**src/rtl/usb_packet_receiver_pkg.sv**
```systemverilog
`default_nettype none
// ============================================================================
//  Package     : USBPkg
//  Description : Shared types, CRC constants and helper functions for the
//                bit-serial USB packet receiver.
//  Revision    : 1.0 - initial release
// ============================================================================
package USBPkg;

    // Line state as {dp, dm}
    typedef enum logic [1:0] {
        BUS_SE0 = 2'b00,
        BUS_K   = 2'b01,
        BUS_J   = 2'b10,
        BUS_SE1 = 2'b11
    } bus_state_t;

    typedef enum logic [3:0] {
        PID_OUT   = 4'b0001,
        PID_IN    = 4'b1001,
        PID_DATA0 = 4'b0011,
        PID_DATA1 = 4'b1011,
        PID_ACK   = 4'b0010,
        PID_NAK   = 4'b1010
    } pid_t;

    typedef enum logic [2:0] {
        ERR_NONE  = 3'd0,
        ERR_SYNC  = 3'd1,
        ERR_PID   = 3'd2,
        ERR_STUFF = 3'd3,
        ERR_CRC5  = 3'd4,
        ERR_CRC16 = 3'd5,
        ERR_LEN   = 3'd6,
        ERR_SE1   = 3'd7
    } err_code_t;

    typedef enum logic [2:0] {
        ST_IDLE  = 3'd0,
        ST_SYNC  = 3'd1,
        ST_PID   = 3'd2,
        ST_TOKEN = 3'd3,
        ST_DATA  = 3'd4,
        ST_EOP1  = 3'd5,
        ST_EOP2  = 3'd6,
        ST_DRAIN = 3'd7
    } rx_state_t;

    localparam logic [4:0]  CRC5_POLY      = 5'b00101;
    localparam logic [4:0]  CRC5_INIT      = 5'b11111;
    localparam logic [4:0]  CRC5_RESIDUAL  = 5'b01100;
    localparam logic [15:0] CRC16_POLY     = 16'h8005;
    localparam logic [15:0] CRC16_INIT     = 16'hFFFF;
    localparam logic [15:0] CRC16_RESIDUAL = 16'h800D;

    // One serial CRC5 step; feedback taken from the MSB
    function automatic logic [4:0] crc5_step(input logic [4:0] crc, input logic b);
        logic fb;
        fb = b ^ crc[4];
        return {crc[3:0], 1'b0} ^ (fb ? CRC5_POLY : 5'b0);
    endfunction

    // One serial CRC16 step; feedback taken from the MSB
    function automatic logic [15:0] crc16_step(input logic [15:0] crc, input logic b);
        logic fb;
        fb = b ^ crc[15];
        return {crc[14:0], 1'b0} ^ (fb ? CRC16_POLY : 16'b0);
    endfunction

    function automatic logic pid_is_known(input logic [3:0] nib);
        case (nib)
            PID_OUT, PID_IN, PID_DATA0, PID_DATA1, PID_ACK, PID_NAK: return 1'b1;
            default:                                                 return 1'b0;
        endcase
    endfunction

endpackage
`default_nettype wire

```
**src/rtl/usb_packet_receiver_nrzi_unstuff.sv**
```systemverilog
`default_nettype none
// ============================================================================
//  Module      : usb_nrzi_unstuff
//  Description : NRZI decoder and bit unstuffer. Classifies the line state,
//                decodes J/K samples into bits and flags the stuffed bit that
//                follows six consecutive ones.
//  Revision    : 1.0 - initial release
// ============================================================================
module usb_nrzi_unstuff
    import USBPkg::*;
(
    input  logic clock,
    input  logic reset,
    input  logic dp,
    input  logic dm,
    input  logic force_j,    // treat previous level as J (receiver idle)
    input  logic clr_ones,   // restart the run-of-ones count
    output logic rx_bit,
    output logic bit_valid,  // low on stuffed bits and on SE0/SE1
    output logic se0,
    output logic se1,
    output logic stuff_err
);

    bus_state_t line;
    logic       jk;
    logic       prev_j;
    logic       stuffed;
    logic       prev_j_q, prev_j_d;
    logic [2:0] ones_q, ones_d;

    // Decode the current sample and work out the next previous-level / run count
    always_comb begin
        line      = bus_state_t'({dp, dm});
        se0       = (line == BUS_SE0);
        se1       = (line == BUS_SE1);
        jk        = !se0 && !se1;
        prev_j    = force_j | prev_j_q;
        rx_bit    = jk && ((line == BUS_J) == prev_j);
        stuffed   = jk && (ones_q == 3'd6);
        bit_valid = jk && !stuffed;
        stuff_err = stuffed && rx_bit;
        prev_j_d  = jk ? (line == BUS_J) : prev_j;
        ones_d    = ones_q;
        if (clr_ones || stuffed) begin
            ones_d = 3'd0;
        end else if (jk) begin
            ones_d = rx_bit ? ones_q + 3'd1 : 3'd0;
        end
    end

    // Previous line level and run-of-ones register
    always_ff @(posedge clock) begin
        if (reset) begin
            prev_j_q <= 1'b1;
            ones_q   <= 3'd0;
        end else begin
            prev_j_q <= prev_j_d;
            ones_q   <= ones_d;
        end
    end

endmodule
`default_nettype wire

```
**src/rtl/usb_packet_receiver.sv**
```systemverilog
`default_nettype none
// ============================================================================
//  Module      : usb_packet_receiver
//  Description : Bit-serial USB packet receiver. Frames SYNC/PID/fields/EOP,
//                checks PID, CRC5 and CRC16, and presents decoded fields with
//                a one-cycle valid or error pulse.
//  Revision    : 1.0 - initial release
// ============================================================================
module usb_packet_receiver
    import USBPkg::*;
(
    input  logic        clock,
    input  logic        reset,
    input  logic        dp,
    input  logic        dm,
    output logic        pkt_valid,
    output logic        pkt_error,
    output logic [2:0]  err_code,
    output logic [3:0]  pid,
    output logic [6:0]  addr,
    output logic [3:0]  endp,
    output logic [63:0] data,
    output logic        busy
);

    logic rx_bit, bit_valid, se0, se1, stuff_err;
    logic line_j;

    rx_state_t   state_q, state_d;
    logic [6:0]  cnt_q, cnt_d;
    logic [6:0]  pid_sr_q, pid_sr_d;
    logic [10:0] tok_q, tok_d;
    logic [63:0] pay_q, pay_d;
    logic [4:0]  crc5_q, crc5_d;
    logic [15:0] crc16_q, crc16_d;
    logic [3:0]  rx_pid_q, rx_pid_d;
    logic        se0_seen_q, se0_seen_d;

    logic        pkt_valid_q, pkt_valid_d;
    logic        pkt_error_q, pkt_error_d;
    logic [2:0]  err_code_q, err_code_d;
    logic [3:0]  pid_q, pid_d;
    logic [6:0]  addr_q, addr_d;
    logic [3:0]  endp_q, endp_d;
    logic [63:0] data_q, data_d;
    logic        busy_q, busy_d;

    logic        fail;
    err_code_t   fail_code;
    logic [7:0]  pid_byte;
    logic [4:0]  crc5_nx;
    logic [15:0] crc16_nx;

    assign line_j = dp & ~dm;

    usb_nrzi_unstuff u_nrzi (
        .clock     (clock),
        .reset     (reset),
        .dp        (dp),
        .dm        (dm),
        .force_j   (state_q == ST_IDLE),
        .clr_ones  ((state_q == ST_IDLE) || (state_q == ST_SYNC) ||
                    (state_q == ST_EOP2) || (state_q == ST_DRAIN)),
        .rx_bit    (rx_bit),
        .bit_valid (bit_valid),
        .se0       (se0),
        .se1       (se1),
        .stuff_err (stuff_err)
    );

    // Packet framing FSM: next state, field capture, CRC and output pulses
    always_comb begin
        state_d     = state_q;
        cnt_d       = cnt_q;
        pid_sr_d    = pid_sr_q;
        tok_d       = tok_q;
        pay_d       = pay_q;
        crc5_d      = crc5_q;
        crc16_d     = crc16_q;
        rx_pid_d    = rx_pid_q;
        se0_seen_d  = se0_seen_q;
        pkt_valid_d = 1'b0;
        pkt_error_d = 1'b0;
        err_code_d  = err_code_q;
        pid_d       = pid_q;
        addr_d      = addr_q;
        endp_d      = endp_q;
        data_d      = data_q;
        fail        = 1'b0;
        fail_code   = ERR_NONE;
        pid_byte    = {rx_bit, pid_sr_q};
        crc5_nx     = crc5_step(crc5_q, rx_bit);
        crc16_nx    = crc16_step(crc16_q, rx_bit);

        case (state_q)
            ST_IDLE: begin
                // The first K decodes to 0 and is SYNC bit 0
                if (bit_valid && !rx_bit) begin
                    state_d = ST_SYNC;
                    cnt_d   = 7'd1;
                end
            end
            ST_SYNC: begin
                if (se1) begin
                    fail = 1'b1; fail_code = ERR_SE1;
                end else if (se0) begin
                    fail = 1'b1; fail_code = ERR_SYNC;
                end else if (bit_valid) begin
                    if (rx_bit != (cnt_q == 7'd7)) begin
                        fail = 1'b1; fail_code = ERR_SYNC;
                    end else if (cnt_q == 7'd7) begin
                        state_d = ST_PID;
                        cnt_d   = 7'd0;
                    end else begin
                        cnt_d = cnt_q + 7'd1;
                    end
                end
            end
            ST_PID: begin
                if (se1) begin
                    fail = 1'b1; fail_code = ERR_SE1;
                end else if (stuff_err) begin
                    fail = 1'b1; fail_code = ERR_STUFF;
                end else if (se0) begin
                    fail = 1'b1; fail_code = ERR_LEN;
                end else if (bit_valid) begin
                    if (cnt_q == 7'd7) begin
                        if ((pid_byte[7:4] != ~pid_byte[3:0]) || !pid_is_known(pid_byte[3:0])) begin
                            fail = 1'b1; fail_code = ERR_PID;
                        end else begin
                            rx_pid_d = pid_byte[3:0];
                            cnt_d    = 7'd0;
                            crc5_d   = CRC5_INIT;
                            crc16_d  = CRC16_INIT;
                            case (pid_byte[3:0])
                                PID_OUT, PID_IN:     state_d = ST_TOKEN;
                                PID_DATA0, PID_DATA1: state_d = ST_DATA;
                                default:             state_d = ST_EOP1;
                            endcase
                        end
                    end else begin
                        pid_sr_d = {rx_bit, pid_sr_q[6:1]};
                        cnt_d    = cnt_q + 7'd1;
                    end
                end
            end
            ST_TOKEN: begin
                if (se1) begin
                    fail = 1'b1; fail_code = ERR_SE1;
                end else if (stuff_err) begin
                    fail = 1'b1; fail_code = ERR_STUFF;
                end else if (se0) begin
                    fail = 1'b1; fail_code = ERR_LEN;
                end else if (bit_valid) begin
                    crc5_d = crc5_nx;
                    if (cnt_q < 7'd11) begin
                        tok_d = {rx_bit, tok_q[10:1]};
                    end
                    if (cnt_q == 7'd15) begin
                        if (crc5_nx != CRC5_RESIDUAL) begin
                            fail = 1'b1; fail_code = ERR_CRC5;
                        end else begin
                            state_d = ST_EOP1;
                        end
                    end else begin
                        cnt_d = cnt_q + 7'd1;
                    end
                end
            end
            ST_DATA: begin
                if (se1) begin
                    fail = 1'b1; fail_code = ERR_SE1;
                end else if (stuff_err) begin
                    fail = 1'b1; fail_code = ERR_STUFF;
                end else if (se0) begin
                    fail = 1'b1; fail_code = ERR_LEN;
                end else if (bit_valid) begin
                    crc16_d = crc16_nx;
                    if (cnt_q < 7'd64) begin
                        pay_d = {rx_bit, pay_q[63:1]};
                    end
                    if (cnt_q == 7'd79) begin
                        if (crc16_nx != CRC16_RESIDUAL) begin
                            fail = 1'b1; fail_code = ERR_CRC16;
                        end else begin
                            state_d = ST_EOP1;
                        end
                    end else begin
                        cnt_d = cnt_q + 7'd1;
                    end
                end
            end
            ST_EOP1: begin
                // A stuffed bit may still trail the last field bit here
                if (se1) begin
                    fail = 1'b1; fail_code = ERR_SE1;
                end else if (stuff_err) begin
                    fail = 1'b1; fail_code = ERR_STUFF;
                end else if (se0) begin
                    state_d    = ST_EOP2;
                    se0_seen_d = 1'b0;
                end else if (bit_valid) begin
                    fail = 1'b1; fail_code = ERR_LEN;
                end
            end
            ST_EOP2: begin
                // se0_seen marks the second SE0; J after it closes the packet
                if (se1) begin
                    fail = 1'b1; fail_code = ERR_SE1;
                end else if (se0) begin
                    if (se0_seen_q) begin
                        fail = 1'b1; fail_code = ERR_LEN;
                    end else begin
                        se0_seen_d = 1'b1;
                    end
                end else if (line_j && se0_seen_q) begin
                    state_d     = ST_IDLE;
                    pkt_valid_d = 1'b1;
                    err_code_d  = ERR_NONE;
                    pid_d       = rx_pid_q;
                    case (rx_pid_q)
                        PID_OUT, PID_IN: begin
                            addr_d = tok_q[6:0];
                            endp_d = tok_q[10:7];
                        end
                        PID_DATA0, PID_DATA1: data_d = pay_q;
                        default: ;
                    endcase
                end else begin
                    fail = 1'b1; fail_code = ERR_LEN;
                end
            end
            ST_DRAIN: begin
                // Ignore the bus until an SE0 is followed by J
                if (se0) begin
                    se0_seen_d = 1'b1;
                end else if (line_j && se0_seen_q) begin
                    state_d = ST_IDLE;
                end else begin
                    se0_seen_d = 1'b0;
                end
            end
            default: state_d = ST_IDLE;
        endcase

        if (fail) begin
            state_d     = ST_DRAIN;
            pkt_error_d = 1'b1;
            err_code_d  = fail_code;
            se0_seen_d  = se0;
        end

        busy_d = (state_d != ST_IDLE) && (state_d != ST_DRAIN);
    end

    // State, working registers and registered outputs
    always_ff @(posedge clock) begin
        if (reset) begin
            state_q     <= ST_IDLE;
            cnt_q       <= 7'd0;
            pid_sr_q    <= 7'd0;
            tok_q       <= 11'd0;
            pay_q       <= 64'd0;
            crc5_q      <= CRC5_INIT;
            crc16_q     <= CRC16_INIT;
            rx_pid_q    <= 4'd0;
            se0_seen_q  <= 1'b0;
            pkt_valid_q <= 1'b0;
            pkt_error_q <= 1'b0;
            err_code_q  <= 3'd0;
            pid_q       <= 4'd0;
            addr_q      <= 7'd0;
            endp_q      <= 4'd0;
            data_q      <= 64'd0;
            busy_q      <= 1'b0;
        end else begin
            state_q     <= state_d;
            cnt_q       <= cnt_d;
            pid_sr_q    <= pid_sr_d;
            tok_q       <= tok_d;
            pay_q       <= pay_d;
            crc5_q      <= crc5_d;
            crc16_q     <= crc16_d;
            rx_pid_q    <= rx_pid_d;
            se0_seen_q  <= se0_seen_d;
            pkt_valid_q <= pkt_valid_d;
            pkt_error_q <= pkt_error_d;
            err_code_q  <= err_code_d;
            pid_q       <= pid_d;
            addr_q      <= addr_d;
            endp_q      <= endp_d;
            data_q      <= data_d;
            busy_q      <= busy_d;
        end
    end

    assign pkt_valid = pkt_valid_q;
    assign pkt_error = pkt_error_q;
    assign err_code  = err_code_q;
    assign pid       = pid_q;
    assign addr      = addr_q;
    assign endp      = endp_q;
    assign data      = data_q;
    assign busy      = busy_q;

endmodule
`default_nettype wire
```
**config.mk**
```make
export PLATFORM = sky130hd
export DESIGN_NAME = usb_packet_receiver
export DESIGN_NICKNAME = d
export VERILOG_FILES = /design/src/rtl/usb_packet_receiver_pkg.sv /design/src/rtl/usb_packet_receiver_nrzi_unstuff.sv /design/src/rtl/usb_packet_receiver.sv
export SDC_FILE = /design/constraint.sdc
export NUM_CORES = 1
export LEC_CHECK = 0
export CAP_MARGIN = 20
export CORE_AREA = 2 2 133 135
export CTS_CLUSTER_DIAMETER = 60
export DETAILED_ROUTE_END_ITERATION = 8
export DIE_AREA = 0 0 135 137
export PLACE_DENSITY_LB_ADDON = 0.15
export SLEW_MARGIN = 15
export SYNTH_ARGS = -nofsm -noshare
export SYNTH_HDL_FRONTEND = slang
export SYNTH_SLANG_ARGS = --single-unit
```
**constraint.sdc**
```tcl
create_clock -name clock -period 2.98 [get_ports clock]
set_input_delay 0.447 -clock clock [delete_from_list [all_inputs] [get_ports clock]]
set_output_delay 0.447 -clock clock [all_outputs]
set_load 0.01 [all_outputs]
```
==> results.md, run 1 <==
- Status: complete, no violations
- Hold Path Depth: 2
- Leakage: between 3 and 4 nW
- Clk slew on worst S/H paths: around 0.060 ns
- Critical path class: input pin to flop
- Final min period: approximately 2.8 ns
- Io pins: 89
- Row Count: 48
- Antenna-violating nets left: 0
- Crit-path cells: clkdlybuf4s50_1, inv_1, ha_1, buf_4, buf_4, and3_1, a21oi_1, a2bb2oi_1, buf_4, o22ai_1, buf_4, nor4_1, o21ai_0
- Leading area contributor after synthesis: dfxtp_1
- Slowest cell on crit path: clkdlybuf4s50_1
- Clock Skews: ~0.025 ns
- Wire per inst: around 15 um
- Die area: around 18000 um^2
- Fmax: about 0.36 GHz
- Ys flop type: dfxtp_1
- Total Wirelength: approximately 22000 um
- Grt total ovfl: 0
- Yosys reg bits: ~210
- CTS Root Buffer Type: clkbuf_16
- Yosys warnings: 0
- Layout cells sized above 1: 0.135
- RD Place Congestion: 0.938
- Cell area after layout: between 10000 and 15000 um^2
- Async SR Flop Fraction: 0
- Syn Area/Cell: 7.88 um^2
- Area of the multi-input gates: between 4000 and 5000 um^2
- Initial Util: 0.501
- Routed vias/inst: roughly 5.4
- WP data required: between 3 and 4 ns
- Buffers on Ports: 88
- Die width: roughly 140 um
- Post-synth EDFFs: 0
- Vias in the first global route: approximately 7000
- Post-synthesis cell type count: 61
- # fillers: roughly 1500
- Drt pass-1 iters: 5
- Hpwl dp: around 15000 um
- Starting DRT DRC Count: between 500 and 600
- Final hold slack: 0.394 ns
- Slew HR: 0.353
- Peak supply drop: 0.000641 V
- Synth top area share: 0.484
- # diodes: 0
- Min-Delay Path Class: input pin to flop
- Inserted Clock Buffers: 23
- CP startpoint kind: input pin
- Core Region: 17100 um^2
- Top cells by count, synth: nand2_1 (307), dfxtp_1 (207), a21oi_1 (184), clkbuf_1 (67), nor2_1 (64)
- Top post-synthesis cells by area: dfxtp_1 (48%), nand2_1 (13%), a21oi_1 (11%)
- GRT Util Overall: 0.238
- Largest net degree at the start of global routing: 93
- Fin crit share: 0.944
- Syn nets: 1096
- CTS Buffer Depth: 3
- Max H-tree Level: 1
- Most frequent CP cell: buf_4
- Hold buffer count at CTS: 0
- Clock Latency Late Sink: approximately 0.52 ns
- CTS tree: built
- Final nets: about 1200
- Actual slew at the worst max-slew pin: 0.969 ns
- CP Capture Type: flop
- Initial antenna violation count: 0
- Final Setup Violations: 0
- Critical path arrival: around 3.1 ns
- # clock sinks: between 200 and 250
- PwrDens: 696 nW/um^2
- Final hold viol count: 0
- Count leader, synth: nand2_1
- Global-route wire length before repair: 36300 um
- FF+latch area: approximately 4100 um^2
- Syn Inst Count: 1086
- Vias: roughly 7900
- Register area share after synthesis: 0.484
- Crit-path max cell delay: roughly 0.5 ns
- CP Max Fanout: 16
- Max capacitance violation total: 0
- Worst reg2reg path depth: 7
- Cell Area, Synth: roughly 8600 um^2
- Drt drc: 0
- Slew Viols, Final: 0
- Area growth syn-to-layout: 30.3%
- DP Area: a little over 10000 um^2
- Die height: around 140 um
- Setup TNS: 0 ns
==> worst paths after layout <==
kind | start | endpoint | slack (ns)
setup / recovery | dp | crc16_q[2] | 0.17
hold reg to reg | data[50] | data[50] | 0.45
hold / removal | reset | pid_sr_q[4] | 0.39
setup reg to reg | state_q[0] | cnt_q[1] | 0.28
==> logic make-up (layout without fill, tap and decap cells) <==
kind of cell,after synthesis,count (layout),synth area share
adders and majority gates,7,7,0.00995
AOI/OAI and AO/OA,273,273,0.179
muxes,28,28,0.0328
DFF,207,207,0.484
xor gates and xnor gates,6,6,0.00614
buffers and inverters,86,240,0.0404
and+or+nand+nor,479,479,0.247
==> per-layer routing <==
layer	up-vias	track usage	part of all wire
li1	4001	-	-
met1	3688	0.323	0.46
met2	190	0.397	0.47
met3	32	0.0333	0.048
met4	0	0.0671	0.021
met5	-	0	0
==> cell type report <==
type	instances	share of cell area
multi-input cells	793	0.371
clock buffers	26	0.0526
well taps	225	0.0253
flip-flops and latches	207	0.372
repair buffers	191	0.159
inverters	8	0.00269
clock inverters	15	0.0177
==> state kept, by name (all words and copies together) (netlist names) <==
name             count
err_code             3
pkt_valid            1
data                64
busy                 1
tok_q               11
addr                 7
pay_q               64
se0_seen_q           1
pid_sr_q             7
u_nrzi.ones_q        3
pid                  4
crc16_q             16
cnt_q                7
crc5_q               5
state_q              3
pkt_error            1
rx_pid_q             4
endp                 4
u_nrzi.prev_j_q      1
==> power by group <==
part	total (W)	switching (W)	internal, W
combinational	0.00196	0.00113	0.000838
clock	0.00288	0.00117	0.00171
sequential	0.00291	0.0000768	0.00284
==> metrics by stage <==
stage	utilization	power, W	std cells	worst slack, ns
4_1_cts	0.651	0.00776	1465	0.109
3_5_place_dp	0.605	0.00486	1424	-0.423
2_1_floorplan	-	0.00401	1086	0.121
5_1_grt	0.654	0.00812	1465	-0.00813
6_report	0.654	0.00775	1465	0.167
3_3_place_gp	0.605	0.00487	1424	-0.341
==> cells in the final DEF, fill, tap and decap left out, drive strengths merged, types with 3 or more instances in the layout <==
cell,instances
bufinv,3
clkbuf,26
xor2,4
a31o,3
inv,10
nor3b,7
nand4,7
o22a,3
nand2b,7
or2,4
nor2b,4
a32o,6
nor4,27
a211oi,4
nand2,307
o21ai,38
a21oi,184
nand4b,3
clkinv,4
ha,6
a31oi,3
dfxtp,207
clkdlybuf4s50,87
mux2i,28
nor3,14
o211ai,10
nor2,64
clkinvlp,6
buf,104
nand3,9
nor4bb,3
and3,7
==> worst max-delay path, delay by kind of cell <==
kind                     cells  cell delay [ns]
adder cells (fa/ha/maj)      1             0.32
AND/OR/NAND/NOR              2             0.44
buffers and inverters        6             1.29
AO/OA/AOI/OAI                4             0.60
==> what timing repair did <==
item,4_1_cts,5_1_grt
resized for setup,0,10
endpoints found under the setup margin,0,14
setup buffers,0,0
No activity file was read; power rests on OpenSTA's default activity.
==> run 2: changes to the inputs <==
--- a/config.mk
+++ b/config.mk
@@ -16,2 +16,3 @@
 export SYNTH_HDL_FRONTEND = slang
 export SYNTH_SLANG_ARGS = --single-unit
+export TNS_END_PERCENT = 30
==> constraint.sdc (replaced) <==
create_clock -name clock -period 2.98 [get_ports clock]
set_input_delay 0.447 -clock clock [delete_from_list [all_inputs] [get_ports clock]]
set_output_delay 0.447 -clock clock [all_outputs]
set_load 0.1 [all_outputs]
==> run 2 against run 1 <==
Hold slack gained 0.044 ns. Power shrank 1.7%. Critical path depth shrank 1. Largest power group unchanged. Clock-buffer cell count grew 4. Clock power shrank 8.7%. Highest routed layer unchanged. Sequential share of layout area grew 1.3 points.
==> results.md, run 2 (same netlist as run 1, synthesis figures left out) <==
- Area growth syn-to-layout: 25.8%
- Critical path class: input pin to flop
- Vias: 7810 (-1.3%)
- Initial antenna violation count: 0 (unchanged)
- Final Setup Violations: 0 (unchanged)
- Actual slew at the worst max-slew pin: 0.980 ns (+0.0115 ns)
- CP Max Fanout: 7 (-9)
- Clk pwr share: 0.345 (-0.026)
- CP startpoint kind: input pin
- Final nets: 1217 (-1.4%)
- Fin crit share: 0.950 (+0.00576)
- Wire per inst: 15.2 um (+0.63%)
- CTS Root Buffer Type: clkbuf_16
- PwrDens: 708 nW/um^2 (+1.8%)
- Die area: 18500 um^2 (unchanged)
- # diodes: 0 (unchanged)
- Critical path arrival: 3.25 ns (+0.12 ns)
- Clock Latency Late Sink: 0.51 ns (about the same)
- Max H-tree Level: 1 (unchanged)
- Status: complete, no violations
- R2R Path End: cnt_q[1]
- Final min period: 2.83 ns (+0.0172 ns)
- WP data required: 3.40 ns (+0.10 ns)
- Clock Skews: 0.0194 ns (-0.00525 ns)
- Max capacitance violation total: 0 (unchanged)
- Setup TNS: 0 ns (unchanged)
- Antenna-violating nets left: 0 (unchanged)
- Final hold viol count: 0 (unchanged)
- Io pins: 89 (unchanged)
- Sequential power share: 0.382 (+0.006)
- Routed vias/inst: 5.40 (about the same)
- Leakage: 4.00 nW (+2.3%)
- Critical path startpoint: dm
- Fmax: 0.353 GHz (-0.61%)
- Switching Share: 0.322 (+0.0160)
- Layout cells sized above 1: 0.190 (+0.0553)
- Comb pwr share: 0.273 (+0.020)
- RSZ-0062 raised after global routing: yes
- Final Power: 0.00762 W (-1.7%)
- DP Area: 10000 um^2 (-3.1%)
- Slew Viols, Final: 0 (unchanged)
- Reg-to-reg startpoint: state_q[0]
- Total Wirelength: 21900 um (-0.68%)
- Hpwl dp: 14500 um (-3.8%)
- Worst Setup EP: cnt_q[1]
- Area of the multi-input gates: 4140 um^2 (+0.30%)
- Core Region: 17100 um^2 (unchanged)
- Die height: 137 um (unchanged)
- CTS Buffer Depth: 3 (unchanged)
- Post-cts resize count: 0 (unchanged)
- Buffers on Ports: 88 (unchanged)
- Initial Util: 0.501 (unchanged)
- Clk slew on worst S/H paths: 0.06 ns (about the same)
- GRT Util Overall: 0.234 (-0.00359)
- Row Count: 48 (unchanged)
- Internal: 0.00517 W (-4.0%)
- Cell area after layout: 10800 um^2 (-3.5%)
- Largest net degree at the start of global routing: 181 (+95%)
- Post-CTS setup buffers: 0 (unchanged)
- Grt total ovfl: 0 (unchanged)
- P_sw: 0.00245 W (+3.4%)
- Internal reg-to-reg setup slack: 0.24 ns (-0.04 ns)
- Global-route wire length before repair: 35900 um (-1.2%)
- Peak supply drop: 0.000981 V (+53%)
- # fillers: 1518 (+0.13%)
- Slew HR: 0.346 (-0.00765)
- Drt pass-1 iters: 4 (-1)
- Most frequent cells in the layout: nand2_1 (307), dfxtp_1 (207), a21oi_1 (183)
- Inserted Clock Buffers: 22 (-4.3%)
- Drt drc: 0 (unchanged)
- Worst reg2reg path depth: 8 (+1)
- Die width: 135 um (unchanged)
- Starting DRT DRC Count: 437 (-16%)
- Hold buffer count at CTS: 0 (unchanged)
- RD Place Congestion: 0.902 (-3.8%)
- Most common cell after layout, fill and taps aside: nand2_1
- CP Capture Type: flop
- CTS tree: built
- # clock sinks: 207 (unchanged)
- Vias in the first global route: 7224 (+0.40%)
- FF+latch area: 4140 um^2 (unchanged)
- Min-Delay Path Class: flop to flop
-- run 2: changes by cell type in the layout (fill, tap and decap cells not counted), moves of 2 or more --
cell | before | now
buf_4 | 94 | 162
bufinv_16 | 3 | 1
clkbuf_8 | 0 | 4
clkdlybuf4s50_1 | 87 | 2
clkinv_2 | 3 | 5
clkinvlp_4 | 6 | 0
-- run 2: critical path: stages --
cell and delay [ns]:
clkdlybuf4s50_1 0.48, inv_1 0.06, ha_1 0.23, buf_4 0.15
buf_4 0.13, nand2_1 0.08, o211a_2 0.30, a31oi_1 0.14
a211o_1 0.30, a221o_1 0.28, or4b_1 0.50, a21oi_1 0.15
-- run 2: cell type report --
class,count,share of cell area
Sequential cell,207,0.385
Multi-Input combinational cell,793,0.385
Timing Repair Buffer,175,0.135
Clock buffer,30,0.0577
Tap cell,225,0.0262
Clock inverter,8,0.00768
Inverter,8,0.00279
-- run 2: per-stage QoR --
stage / util / setup WS (ns) / cells / hold slack, ns
global route: 0.631 / -0.00731 / 1446 / 0.451
CTS: 0.627 / 0.0934 / 1446 / 0.435
detailed placement: 0.586 / -0.436 / 1408 / 0.447
finish: 0.631 / 0.150 / 1446 / 0.438
floorplan: - / 0.121 / 1086 / 0.432
global placement: 0.586 / -0.361 / 1408 / 0.443
-- run 2: how the worst min path moves through the flow --
stage               cells after the start       end     start
CTS                                     2   data[0]  pay_q[0]
floorplan                               2  tok_q[0]  tok_q[0]
detailed placement                      2   data[3]   data[3]
global route                            2   data[0]  pay_q[0]
global placement                        2   data[0]  pay_q[0]
finish                                  2   data[0]  pay_q[0]
-- run 2: layer usage --
layer  vias to the layer above  global-route usage  wire length (um)
li1                       3965                   -                 -
met1                      3648               0.322             10300
met2                       165               0.389             10200
met3                        32              0.0326               984
met4                         0              0.0596               437
met5                         -                   0                 0
-- run 2: power groups by stage --
stage               logic [W]  registers, W  clock network, W
floorplan             0.00106       0.00313                 0
global placement      0.00202       0.00297                 0
detailed placement    0.00201       0.00296                 0
CTS                   0.00202       0.00291           0.00269
global route          0.00225       0.00292           0.00280
finish                0.00208       0.00291           0.00263
